[config.mk]
export PLATFORM = sky130hd
export DESIGN_NAME = onewire_mch_master
export DESIGN_NICKNAME = d
export VERILOG_FILES = /design/src/rtl/onewire_mch_master.sv
export SDC_FILE = /design/constraint.sdc
export NUM_CORES = 1
export LEC_CHECK = 0
export BUFFER_PORTS_ARGS = -buffer_cell sky130_fd_sc_hd__buf_2
export CAP_MARGIN = 20
export CORE_MARGIN = 1.5
export CORE_UTILIZATION = 40
export DETAILED_ROUTE_END_ITERATION = 8
export GPL_TIMING_DRIVEN = 0
export SYNTH_ARGS = -nofsm -noshare
export SYNTH_HDL_FRONTEND = slang
export SYNTH_SLANG_ARGS = --single-unit
[constraint.sdc]
create_clock -name clk -period 2.4 [get_ports clk]
set_input_delay 0.48 -clock clk [delete_from_list [all_inputs] [get_ports clk]]
set_output_delay 0.48 -clock clk [all_outputs]
set_load 0.01 [all_outputs]
[src/rtl/onewire_mch_master.sv]
`timescale 1ns/1ps
// onewire_mch_master: multi-channel 1-wire bus master.
// Reset/presence, bit and byte slots with standard/overdrive timing.
module onewire_mch_master #(
  parameter int CHN   = 1,
  parameter int CDR_N = 50,
  parameter int CDR_O = 6,
  localparam int CW   = (CHN > 1) ? $clog2(CHN) : 1
) (
  input  logic           clk,
  input  logic           rst,
  input  logic           req_vld,
  output logic           req_rdy,
  input  logic [1:0]     req_cmd,
  input  logic [CW-1:0]  req_chn,
  input  logic           req_ovd,
  input  logic [7:0]     req_dat,
  output logic           rsp_vld,
  input  logic           rsp_rdy,
  output logic [7:0]     rsp_dat,
  output logic           rsp_prs,
  output logic [CHN-1:0] owr_oe,
  input  logic [CHN-1:0] owr_i
);

  typedef enum logic [2:0] {
    S_IDLE,
    S_RST_LOW,
    S_RST_WAIT,
    S_RST_REC,
    S_BIT_LOW,
    S_BIT_WAIT,
    S_BIT_REC,
    S_RSP
  } state_t;

  localparam logic [15:0] DIV_N = 16'(CDR_N - 1);
  localparam logic [15:0] DIV_O = 16'(CDR_O - 1);

  state_t         r_st;
  logic [CHN-1:0] r_s1;
  logic [CHN-1:0] r_s2;
  logic [CHN-1:0] r_oe;
  logic [15:0]    r_pre;
  logic [15:0]    r_div;
  logic [9:0]     r_tick;
  logic [1:0]     r_cmd;
  logic [CW-1:0]  r_chn;
  logic [7:0]     r_dat;
  logic [2:0]     r_bit;
  logic           r_rdy;
  logic           r_vld;
  logic           r_prs;
  logic [7:0]     r_rsp;

  logic           w_last;
  logic           w_line;
  logic           w_wbit;
  logic           w_smp;
  logic           w_run;
  logic [9:0]     w_lend;

  // Out-of-range channels decode to an all-zero mask.
  function automatic logic [CHN-1:0] f_mask(input logic [CW-1:0] c);
    logic [CHN-1:0] m;
    m = '0;
    for (int i = 0; i < CHN; i++) m[i] = (c == CW'(i));
    return m;
  endfunction

  always_comb begin
    w_line = 1'b1;
    for (int i = 0; i < CHN; i++)
      if (r_chn == CW'(i)) w_line = r_s2[i];
  end

  assign w_last = (r_pre == r_div);
  assign w_wbit = r_dat[r_bit];
  assign w_lend = w_wbit ? 10'd5 : 10'd59;
  assign w_smp  = (r_pre == '0) && (r_tick == 10'd15);
  assign w_run  = (r_st != S_IDLE) && (r_st != S_RSP);

  always_ff @(posedge clk) begin
    if (rst) begin
      r_st   <= S_IDLE;
      r_s1   <= '1;
      r_s2   <= '1;
      r_oe   <= '0;
      r_pre  <= '0;
      r_div  <= '0;
      r_tick <= '0;
      r_cmd  <= '0;
      r_chn  <= '0;
      r_dat  <= '0;
      r_bit  <= '0;
      r_rdy  <= 1'b0;
      r_vld  <= 1'b0;
      r_prs  <= 1'b0;
      r_rsp  <= '0;
    end else begin
      r_s1 <= owr_i;
      r_s2 <= r_s1;
      if (w_run) begin
        if (w_last) begin
          r_pre  <= '0;
          r_tick <= r_tick + 10'd1;
        end else begin
          r_pre <= r_pre + 16'd1;
        end
      end
      unique case (r_st)
        S_IDLE: begin
          r_rdy <= 1'b1;
          if (req_vld && r_rdy) begin
            r_rdy  <= 1'b0;
            r_cmd  <= req_cmd;
            r_chn  <= req_chn;
            r_dat  <= req_dat;
            r_div  <= req_ovd ? DIV_O : DIV_N;
            r_pre  <= '0;
            r_tick <= '0;
            r_bit  <= '0;
            r_rsp  <= '0;
            r_prs  <= 1'b0;
            unique case (req_cmd)
              2'b00: begin
                r_st <= S_RST_LOW;
                r_oe <= f_mask(req_chn);
              end
              2'b11: begin
                r_st  <= S_RSP;
                r_vld <= 1'b1;
              end
              default: begin
                r_st <= S_BIT_LOW;
                r_oe <= f_mask(req_chn);
              end
            endcase
          end
        end
        S_RST_LOW:
          if (w_last && r_tick == 10'd479) begin
            r_oe <= '0;
            r_st <= S_RST_WAIT;
          end
        S_RST_WAIT:
          if (r_pre == '0 && r_tick == 10'd550) begin
            r_prs <= ~w_line;
            r_st  <= S_RST_REC;
          end
        S_RST_REC:
          if (w_last && r_tick == 10'd959) begin
            r_st  <= S_RSP;
            r_vld <= 1'b1;
          end
        S_BIT_LOW:
          if (w_last && r_tick == w_lend) begin
            r_oe <= '0;
            r_st <= w_wbit ? S_BIT_WAIT : S_BIT_REC;
          end
        S_BIT_WAIT:
          if (w_smp) r_st <= S_BIT_REC;
        S_BIT_REC:
          if (w_last && r_tick == 10'd64) begin
            if (r_cmd == 2'b10 && r_bit != 3'd7) begin
              r_bit  <= r_bit + 3'd1;
              r_tick <= '0;
              r_oe   <= f_mask(r_chn);
              r_st   <= S_BIT_LOW;
            end else begin
              r_st  <= S_RSP;
              r_vld <= 1'b1;
            end
          end
        S_RSP:
          if (rsp_rdy) begin
            r_vld <= 1'b0;
            r_rdy <= 1'b1;
            r_st  <= S_IDLE;
          end
        default: r_st <= S_IDLE;
      endcase
      // Write-0 slots sample while still in the low phase.
      if (w_smp && (r_st == S_BIT_LOW || r_st == S_BIT_WAIT))
        r_rsp[r_bit] <= w_line;
    end
  end

  assign req_rdy = r_rdy;
  assign rsp_vld = r_vld;
  assign rsp_dat = r_rsp;
  assign rsp_prs = r_prs;
  assign owr_oe  = r_oe;

endmodule
==> results of run 1 <==
power groups by stage:
stage	clock network [mW]	registers, mW	logic [mW]
floorplan	0	1.18	0.775
global placement	0	1.19	1.02
detailed placement	0	1.19	1.02
CTS	0.955	1.17	1.08
global route	1.00	1.19	1.30
finish	0.935	1.18	1.16
worst min path at each step:
stage | from | endpoint | slack (ps) | cells after the start
final | owr_i | r_s1$_SDFF_PP1_ | 320 | 2
after floorplan | r_s1$_SDFF_PP1_ | r_s2$_SDFF_PP1_ | 390 | 1
after global routing | owr_i | r_s1$_SDFF_PP1_ | 310 | 2
after detailed placement | r_s1$_SDFF_PP1_ | r_s2$_SDFF_PP1_ | 400 | 1
after global placement | r_s1$_SDFF_PP1_ | r_s2$_SDFF_PP1_ | 390 | 1
after CTS | owr_i | r_s1$_SDFF_PP1_ | 310 | 2
registers in the layout (all words and copies together) (netlist names):
signal   cells
r_s2         1
r_bit        3
rsp_prs      1
r_div        3
owr_oe       1
r_cmd        2
r_dat        8
r_pre       16
r_s1         1
r_tick      10
r_st         3
rsp_dat      8
r_chn        1
rsp_vld      1
req_rdy      1
per-stage QoR:
stage | hold WS, ps | power [mW]
2_1_floorplan | 389 | 1.96
3_3_place_gp | 394 | 2.21
3_5_place_dp | 403 | 2.22
4_1_cts | 306 | 3.20
5_1_grt | 311 | 3.49
6_report | 316 | 3.27
layout make-up:
| type | instances | area share (%) |
|---|---|---|
| clock inverter | 5 | 1.62 |
| timing repair buffer | 32 | 4.64 |
| clock buffer | 11 | 3.80 |
| tap | 99 | 3.33 |
| inverter | 10 | 1.01 |
| multi-input combinational | 289 | 50.5 |
| buffer | 20 | 2.49 |
| sequential | 60 | 32.6 |
synthesized netlist by cell type (4+ instances only):
cell type and number:
dfxtp_1 60, nand2_1 52, nor2_1 50, a21oi_1 30
clkbuf_1 17, nand3_1 17, nor3_1 14, xnor2_1 13
xor2_1 13, inv_1 10, nand4_1 10, and3_1 9
ha_1 9, or3_1 8, o211ai_1 6, nand2b_1 5
and2_1 4, nor4_1 4, o21ai_0 4, or4_1 4
per-layer routing:
layer	global-route usage (%)	vias up	routed length, µm
met3	4.10	7	242
met4	5.73	0	69
li1	-	1412	-
met5	0	-	0
met2	26.7	40	3210
met1	25.6	1298	3750
kinds of logic (layout without fill, tap and decap cells):
kind of cell | after synthesis | count (layout) | share of synthesized area, %
buf+inv | 32 | 78 | 4.25
mux | 5 | 5 | 2.43
fa+ha+maj | 9 | 9 | 3.64
xor+xnor | 26 | 26 | 7.36
simple gates | 191 | 191 | 30.7
flops | 60 | 60 | 38.8
compound gates | 58 | 58 | 12.9
cells in the final DEF, fill, tap and decap left out, types with 13 or more instances in the layout:
cell / n
a21oi_1: 30
xor2_1: 13
nor2_1: 50
xnor2_1: 13
buf_2: 30
nand3_1: 16
nand2_1: 51
clkbuf_1: 13
dfxtp_1: 56
timing repair:
action | 4_1_cts | 5_1_grt
setup endpoints to repair | 24 | 34
setup buffers | 2 | 3
pin swaps | 2 | 8
resized for setup | 10 | 27
==> metrics.csv, run 1 <==
stage,metric,value,unit
run_status,status,"complete, no violations",
synth,synth-async-reset-ratio,0,%
floorplanning,std_cell_rows,31,
timing,setup_viol,0,
floorplanning,core_area,7370,µm²
synth,netlist-cell-type-count,49,
cts,cts-htree-levels,3,
layout,final_cells,526,
worst_setup_path,worstSetupPathDepth,8,
worst_setup_path,cp_max_fo,7,
grt,grt_pass1_vias,2584,
worst_setup_path,crit_family,compound AO/OA/AOI/OAI gates,
grt,grt-ovfl-total,0,
layout,fillers,749,
timing,fin_crit,2300,ps
cts,ctsHoldBuffers,0,
floorplanning,io_pins,29,
layout,regArea,1210,µm²
power_and_ir_drop,seqPwrFrac,35.9,%
routing,vias,2757,
synth,synth_edf_count,0,
power_and_ir_drop,swShare,37.3,%
timing,final-hold-violation-count,0,
worst_hold_path,hold_class,in -> reg,
floorplanning,die-area,8270,µm²
floorplanning,initial_utilization,42.0,%
routing,post_drt_wl_per_cell,13.8,µm
worst_setup_path,slowest_stage,or3_4,
timing,tightest_slew,566,ps
timing,rsz0062_at_grt,true,
job,maxCapViolCount,0,
place,dp_slack,-258,ps
cts,cts.path.max_buffers,2,
synth,yosysTopAreaCell,dfxtp_1,
cts,cts_tree,done,
cts,insertion_delay,340,ps
synth,postSynthCellCount,381,
worst_setup_path,timing.critical_path.buf_inv,1,
routing,drt_iter0_drc,99,
worst_setup_path,worst_ep_arrival_time,2580,ps
layout,syn_to_final_growth,20.2,%
grt,grt_max_degree,12,
cts,path_clk_slew,70,ps
power_and_ir_drop,power_switching,1.22,mW
layout,drive_gt1_share,20.4,%
worst_setup_path,crit_chain,or3_4 > a2111oi_4 > buf_4 > nand4_1 > a22oi_2 > nand4_4 > a211o_1 > a21oi_2,
worst_setup_path,required,2680,ps
power_and_ir_drop,p_int,2.05,mW
synth,synth_top_flop_cell,dfxtp_1,
timing,fin_ws,99.9,ps
floorplanning,die_height,91.0,µm
cts,root_buffer,clkbuf_8,
place,dp_hpwl,5.23,mm
worst_setup_path,end_kind,flip-flop,
synth,ys_top_cells_by_area,"dfxtp_1, nand2_1, nor2_1, a21oi_1, xnor2_1",
power_and_ir_drop,p_comb_share,35.5,%
routing,wl,7.27,mm
timing,fmax,435,MHz
power_and_ir_drop,powerDensity,881,nW/µm²
synth,yosysSeqAreaShare,38.8,%
routing,drc,0,
synth,ys_seq_elements,60,
synth,synth_top_cell_area_share,38.8,%
worst_setup_path,rr_endpoint,r_st[1]$_SDFFE_PP0P_,
layout,nets,448,
grt,grt_usage,18.0,%
floorplanning,die_w,91.0,µm
routing,ant_nets,0,
place,dpl.cell_count,507,
layout,diodes,0,
synth,yosysWarningCount,0,
layout,stdcell_area,3720,µm²
timing,skew,11.1,ps
worst_setup_path,critPathLaunchType,flip-flop,
cts,numCtsBuffers,9,
worst_setup_path,r2r-start,r_pre[4]$_SDFF_PP0_,
synth,synth_fp_nets,407,
timing,finalSetupTns,0,ps
synth,synth_area_per_cell,8.12,µm²
place,postPlaceCellArea,3350,µm²
layout,post-route-util,50.5,%
synth,synth_area,3090,µm²
power_and_ir_drop,peakVddDrop,0.585,mV
routing,drt-pass1-iter-count,4,
power_and_ir_drop,pwr-share-clk,28.6,%
routing,viasPerCell,5.24,
worst_setup_path,ff2ff_path_depth,8,
timing,slew_headroom,62.2,%
layout,multi_input_area,1880,µm²
place,place_congestion,0.823,
worst_setup_path,cpPeakStageDelay,380,ps
worst_setup_path,crit_path_end,r_st[1]$_SDFFE_PP0P_,
worst_setup_path,worstSetupPathType,reg -> reg,
power_and_ir_drop,p_leak,1.37,nW
timing,slew_violations,0,
grt,grt_pass1_wl,12.0,mm
cts,clkSinkCount,60,
grt,grt_antenna_before_repair,0,
worst_setup_path,crit_path_start,r_pre[4]$_SDFF_PP0_,
timing,period_share,95.8,%
worst_setup_path,r2r_slack,100,ps
place,port_buffers,27,
No activity file was read; power rests on OpenSTA's default activity.
==> inputs of run 2 (changes only) <==
--- a/config.mk
+++ b/config.mk
@@ -11,6 +11,7 @@
 export CORE_UTILIZATION = 40
 export DETAILED_ROUTE_END_ITERATION = 8
 export GPL_TIMING_DRIVEN = 0
+export PLACE_DENSITY = 0.57
 export SYNTH_ARGS = -nofsm -noshare
 export SYNTH_HDL_FRONTEND = slang
 export SYNTH_SLANG_ARGS = --single-unit
==> run 2 against run 1 <==
Net effect:
- sequential power hardly changed
- cell count is 0.57% lower
- die area did not move
- count of clock-buffer cells in the layout is 3 higher
- critical endpoint unchanged
- largest cell class unchanged
- highest routed layer unchanged
==> metrics.csv, run 2 (synthesized netlist as in run 1, its figures left out) <==
stage,metric,value,unit,change
routing,drt-pass1-iter-count,4,,unchanged
floorplanning,die_w,91.0,µm,unchanged
worst_hold_path,hold_class,in -> reg,,
layout,post-route-util,49.9,%,-0.59 points
cts,cts.path.max_buffers,2,,unchanged
layout,fillers,751,,+0.27%
power_and_ir_drop,pwr-share-clk,29.1,%,+0.5 points
place,postPlaceCellArea,3350,µm²,unchanged
worst_setup_path,required,2680,ps,about the same
layout,largestRegisters,"r_pre (16), r_tick (10)",,
timing,tightest_slew,578,ps,+12.2 ps
layout,nets,446,,-0.45%
place,port_buffers,27,,unchanged
power_and_ir_drop,power_switching,1.17,mW,-4.6%
worst_setup_path,r2r_slack,120,ps,+20 ps
cts,insertion_delay,340,ps,about the same
floorplanning,io_pins,29,,unchanged
grt,grt_pass1_vias,2560,,-0.93%
timing,slew_violations,0,,unchanged
job,maxCapViolCount,0,,unchanged
layout,final_cells,523,,-0.57%
timing,period_share,95.1,%,-0.75 points
place,dpl.cell_count,507,,unchanged
grt,grt_max_degree,11,,-1
routing,drc,0,,unchanged
timing,whs,314,ps,-1.90 ps
cts,cts_tree,done,,
timing,slew_headroom,61.5,%,-0.74 points
layout,drive_gt1_share,19.6,%,-0.80 points
worst_setup_path,worst_ep_arrival_time,2560,ps,-20 ps
power_and_ir_drop,powerDensity,881,nW/µm²,about the same
layout,final_common_cell,dfxtp_1,,
layout,diodes,0,,unchanged
grt,grt_usage,18.4,%,+0.42 points
place,dp_hpwl,5.26,mm,+0.53%
power_and_ir_drop,peakVddDrop,0.489,mV,-16%
power_and_ir_drop,p_leak,1.35,nW,-1.3%
layout,stdcell_area,3670,µm²,-1.2%
cts,path_clk_slew,70,ps,about the same
power_and_ir_drop,p_int,2.07,mW,+0.96%
timing,finalSetupTns,0,ps,unchanged
routing,drt_iter0_drc,135,,+36%
floorplanning,core_area,7370,µm²,unchanged
floorplanning,die-area,8270,µm²,unchanged
place,dp_slack,-154,ps,+103 ps
layout,syn_to_final_growth,18.8,%,
grt,grt_pass1_wl,12.2,mm,+1.4%
timing,fin_ws,118,ps,+18.0 ps
routing,vias,2776,,+0.69%
timing,final-hold-violation-count,0,,unchanged
grt,grt_antenna_before_repair,0,,unchanged
routing,viasPerCell,5.31,,+1.3%
worst_setup_path,worstSetupPathType,reg -> reg,,
power_and_ir_drop,totalPowerFinal,3.24,mW,-1.1%
timing,rsz0062_at_grt,false,,
worst_setup_path,critPathLaunchType,flip-flop,,
floorplanning,std_cell_rows,31,,unchanged
layout,largest_reg_flops,16,,unchanged
power_and_ir_drop,seqPwrFrac,36.5,%,+0.6 points
timing,skew,4.99,ps,-6.13 ps
routing,post_drt_wl_per_cell,14.0,µm,+1.5%
cts,clkSinkCount,60,,unchanged
cts,cts-htree-levels,3,,unchanged
worst_setup_path,cp_max_fo,7,,unchanged
place,place_congestion,0.789,,-4.2%
layout,top_register,r_pre,,
power_and_ir_drop,p_comb_share,34.5,%,-1.0 points
layout,layout_common_cells,"dfxtp_1, nand2_1, nor2_1, a21oi_1, buf_2",,
timing,fmax,438,MHz,+0.79%
worst_setup_path,end_kind,flip-flop,,
cts,numCtsBuffers,9,,unchanged
cts,root_buffer,clkbuf_8,,
routing,ant_nets,0,,unchanged
grt,grt-ovfl-total,0,,unchanged
floorplanning,initial_utilization,42.0,%,unchanged
power_and_ir_drop,swShare,36.0,%,-1.3 points
floorplanning,die_height,91.0,µm,unchanged
routing,wl,7.34,mm,+0.96%
timing,fin_crit,2280,ps,-18.0 ps
timing,setup_viol,0,,unchanged
run_status,status,"complete, no violations",,
[run 2: path summary, 6_finish.rpt]
kind                           to           startpoint  depth (start not counted)
min               r_s1$_SDFF_PP1_                owr_i                          2
min reg2reg       r_s2$_SDFF_PP1_      r_s1$_SDFF_PP1_                          1
max reg2reg  r_st[1]$_SDFFE_PP0P_  r_pre[4]$_SDFF_PP0_                          8
max          r_st[1]$_SDFFE_PP0P_  r_pre[4]$_SDFF_PP0_                          8
[run 2: layout make-up]
class                      instances  area (µm²)  share of cell area [%]
multi-input combinational        289        1860                    50.6
sequential                        60        1210                    32.8
clock buffer                      14         173                    4.70
timing repair buffer              30         158                    4.29
tap                               99         124                    3.37
buffer                            20        88.8                    2.42
inverter                          10        37.5                    1.02
clock inverter                     1        30.0                   0.817
[run 2: per-layer routing]
layer | track usage [%] | wire (µm)
met1 | 26.4 | 3660
met2 | 26.7 | 3230
met3 | 4.10 | 392
met4 | 6.77 | 60
met5 | 0 | 0
[run 2: timing repair]
| item | 4_1_cts | 5_1_grt |
|---|---|---|
| endpoints found under the setup margin | 24 | 33 |
| pin swaps | 1 | 6 |
| hold buffers | 0 | 0 |
| setup buffers | 1 | 2 |
| gates resized for setup | 7 | 23 |
[run 2: power by group through the flow]
stage	sequential, mW	clock [mW]	combinational, mW
after floorplan	1.18	0	0.775
after global routing	1.19	1.00	1.24
after CTS	1.17	0.966	1.06
after global placement	1.19	0	1.02
final	1.18	0.941	1.12
after detailed placement	1.20	0	1.02
[run 2: worst max-delay path, cell delays in order (launching register included)]
cell and delay (ps):
dfxtp_2 360, or3_4 380, a2111oi_4 290, buf_4 200, nand4_2 120, a22oi_2 260, nand4_4 180, a211o_1 320
a21oi_2 110
==> inputs of run 3 (changes only) <==
--- a/config.mk
+++ b/config.mk
@@ -9,9 +9,11 @@
 export CAP_MARGIN = 20
 export CORE_MARGIN = 1.5
 export CORE_UTILIZATION = 40
+export CTS_BUF_LIST = sky130_fd_sc_hd__clkbuf_8 sky130_fd_sc_hd__clkbuf_16
 export DETAILED_ROUTE_END_ITERATION = 8
 export GPL_TIMING_DRIVEN = 0
 export PLACE_DENSITY = 0.57
+export REMOVE_ABC_BUFFERS = 1
 export SYNTH_ARGS = -nofsm -noshare
 export SYNTH_HDL_FRONTEND = slang
 export SYNTH_SLANG_ARGS = --single-unit
==> run 3 against run 2 <==
Net effect:
- hold slack worse by 4.3 ps
- global-route usage fell by 0.79 points
- combinational power is 13% lower
- via count decreased by 5.5%
- worst setup slack improved by 28 ps
- largest power group unchanged
==> metrics.csv, run 3 (synthesized netlist as in run 1, its figures left out) <==
stage,metric,value,unit,change
run_status,status,"complete, no violations",,
floorplanning,initial_utilization,42.0,%,unchanged
grt,grt_usage,17.6,%,-0.79 points
routing,drc,0,,unchanged
layout,nets,427,,-4.3%
grt,grt_pass1_vias,2445,,-4.5%
routing,post_drt_wl_per_cell,13.5,µm,-4.0%
floorplanning,std_cell_rows,31,,unchanged
worst_setup_path,crit_family,compound AO/OA/AOI/OAI gates,,
grt,grt-ovfl-total,0,,unchanged
grt,grt_max_degree,37,,+26
layout,drive_gt1_share,20.9,%,+1.4 points
cts,numCtsBuffers,9,,unchanged
routing,ant_nets,0,,unchanged
power_and_ir_drop,powerDensity,912,nW/µm²,+3.5%
worst_setup_path,worst_ep_arrival_time,2500,ps,-60 ps
worst_setup_path,worstSetupPathType,reg -> reg,,
worst_setup_path,ff2ff_path_depth,7,,-1
floorplanning,core_area,7370,µm²,unchanged
worst_setup_path,crit_chain,or3_4 > a2111oi_4 > buf_4 > nand4_2 > a22oi_2 > nand4_4 > a2111oi_2,,
layout,syn_to_final_growth,17.9,%,
floorplanning,die_height,91.0,µm,unchanged
grt,grt_antenna_before_repair,0,,unchanged
place,dpl.cell_count,487,,-3.9%
timing,final-hold-violation-count,0,,unchanged
worst_hold_path,hold_path_end,r_s1$_SDFF_PP1_,,
power_and_ir_drop,peakVddDrop,0.404,mV,-17%
worst_setup_path,cp_max_fo,7,,unchanged
timing,slew_headroom,53.3,%,-8.2 points
routing,vias,2622,,-5.5%
worst_setup_path,r2r_slack,150,ps,+30 ps
worst_setup_path,cpPeakStageDelay,380,ps,about the same
layout,largest_reg_flops,16,,unchanged
layout,final_cells,505,,-3.4%
timing,tightest_slew,701,ps,+123 ps
floorplanning,io_pins,29,,unchanged
place,place_congestion,0.811,,+2.8%
cts,path_clk_slew,70,ps,about the same
cts,clkSinkCount,60,,unchanged
worst_hold_path,hold_class,in -> reg,,
power_and_ir_drop,totalPowerFinal,3.33,mW,+2.7%
worst_setup_path,rr_endpoint,r_st[2]$_SDFFE_PP0P_,,
worst_setup_path,critPathLaunchType,flip-flop,,
place,port_buffers,28,,+3.7%
worst_setup_path,required,2640,ps,-40 ps
cts,cts.path.max_buffers,2,,unchanged
layout,top_register,r_pre,,
routing,drt_iter0_drc,94,,-30%
cts,cts-htree-levels,3,,unchanged
floorplanning,die-area,8270,µm²,unchanged
job,maxCapViolCount,0,,unchanged
cts,root_buffer,clkbuf_8,,
layout,layout_common_cells,"dfxtp_1, nand2_1, nor2_1, a21oi_1, buf_2",,
timing,whs,310,ps,-4.34 ps
timing,fmax,444,MHz,+1.2%
worst_hold_path,min_from,owr_i,,
timing,setup_viol,0,,unchanged
timing,fin_crit,2250,ps,-27.7 ps
place,postPlaceCellArea,3270,µm²,-2.4%
timing,rsz0062_at_grt,false,,
place,dp_hpwl,4.64,mm,-12%
timing,period_share,93.9,%,-1.2 points
grt,grt_pass1_wl,11.5,mm,-5.3%
timing,fin_ws,146,ps,+27.7 ps
timing,slew_violations,0,,unchanged
worst_setup_path,r2r-start,r_pre[4]$_SDFF_PP0_,,
cts,cts_tree,done,,
routing,drt-pass1-iter-count,4,,unchanged
worst_setup_path,end_kind,flip-flop,,
worst_hold_path,hold_depth,2,,unchanged
routing,viasPerCell,5.19,,-2.2%
layout,largestRegisters,"r_pre (16), r_tick (10)",,
worst_setup_path,slowest_stage,or3_4,,
power_and_ir_drop,p_leak,1.34,nW,-0.76%
layout,final_common_cell,dfxtp_1,,
timing,skew,10.9,ps,+5.95 ps
worst_setup_path,timing.critical_path.buf_inv,1,,unchanged
timing,finalSetupTns,0,ps,unchanged
layout,diodes,0,,unchanged
routing,wl,6.80,mm,-7.3%
layout,stdcell_area,3650,µm²,-0.71%
floorplanning,die_w,91.0,µm,unchanged
place,dp_slack,-573,ps,-419 ps
cts,insertion_delay,350,ps,about the same
layout,post-route-util,49.5,%,-0.36 points
==> run 3: cell types whose count changed in the layout (fill, tap and decap cells not counted), moves of 2 or more <==
cell	previous run	this run
dfxtp_4	0	2
nand3_1	16	14
bufinv_16	1	3
dfxtp_1	56	52
dfxtp_2	4	6
inv_1	10	12
clkbuf_2	3	0
clkbuf_8	12	9
clkinv_2	0	2
clkbuf_1	15	0
==> run 3: area by class of cell <==
| type | instances | area, µm² |
|---|---|---|
| Fill cell | 754 | 3720 |
| Inverter | 10 | 37.5 |
| Sequential cell | 60 | 1220 |
| Clock buffer | 9 | 124 |
| Timing Repair Buffer | 31 | 163 |
| Clock inverter | 7 | 108 |
| Multi-Input combinational cell | 289 | 1880 |
| Tap cell | 99 | 124 |
==> run 3: how the worst max path moves through the flow <==
| stage | from | to | slack [ps] | cells past startpoint |
|---|---|---|---|---|
| finish | r_pre[4]$_SDFF_PP0_ | r_st[2]$_SDFFE_PP0P_ | 150 | 7 |
| CTS | r_tick[0]$_SDFF_PP0_ | rsp_dat[4]$_SDFF_PP0_ | -10 | 8 |
| global placement | r_st[2]$_SDFFE_PP0P_ | r_tick[0]$_SDFF_PP0_ | -560 | 6 |
| floorplan | r_st[2]$_SDFFE_PP0P_ | r_bit[0]$_SDFFE_PP0P_ | 190 | 6 |
| global route | r_pre[4]$_SDFF_PP0_ | r_st[1]$_SDFFE_PP0P_ | 10 | 8 |
| detailed placement | r_st[2]$_SDFFE_PP0P_ | r_tick[0]$_SDFF_PP0_ | -570 | 6 |
==> run 3: where the power goes <==
group / total, mW / internal (mW) / switching (mW)
logic: 0.978 / 0.391 / 0.588
clock network: 1.09 / 0.679 / 0.414
registers: 1.26 / 1.10 / 0.158
==> run 3: worst register-to-register path, stage by stage, from the launching register on <==
cell and delay, ps:
dfxtp_2 360, or3_4 380, a2111oi_4 280, buf_4 200, nand4_2 120, a22oi_2 260
nand4_4 180, a2111oi_2 370
==> run 3: what timing repair did <==
action / 4_1_cts / 5_1_grt
hold buffers: 0 / 0
setup endpoints to repair: 55 / 40
gates cloned: 0 / 0
pin swaps: 1 / 1
gates resized for setup: 10 / 24
setup buffers: 1 / 1
==> run 3: per-layer routing <==
metal / global-route usage (%) / up-vias / share of wire, % / wire [µm]
met2: 25.2 / 29 / 43 / 2910
met4: 8.20 / 0 / 2.4 / 163
met1: 24.2 / 1215 / 52 / 3540
li1: - / 1366 / - / -
met5: 0 / - / 0 / 0
met3: 4.94 / 12 / 2.9 / 195
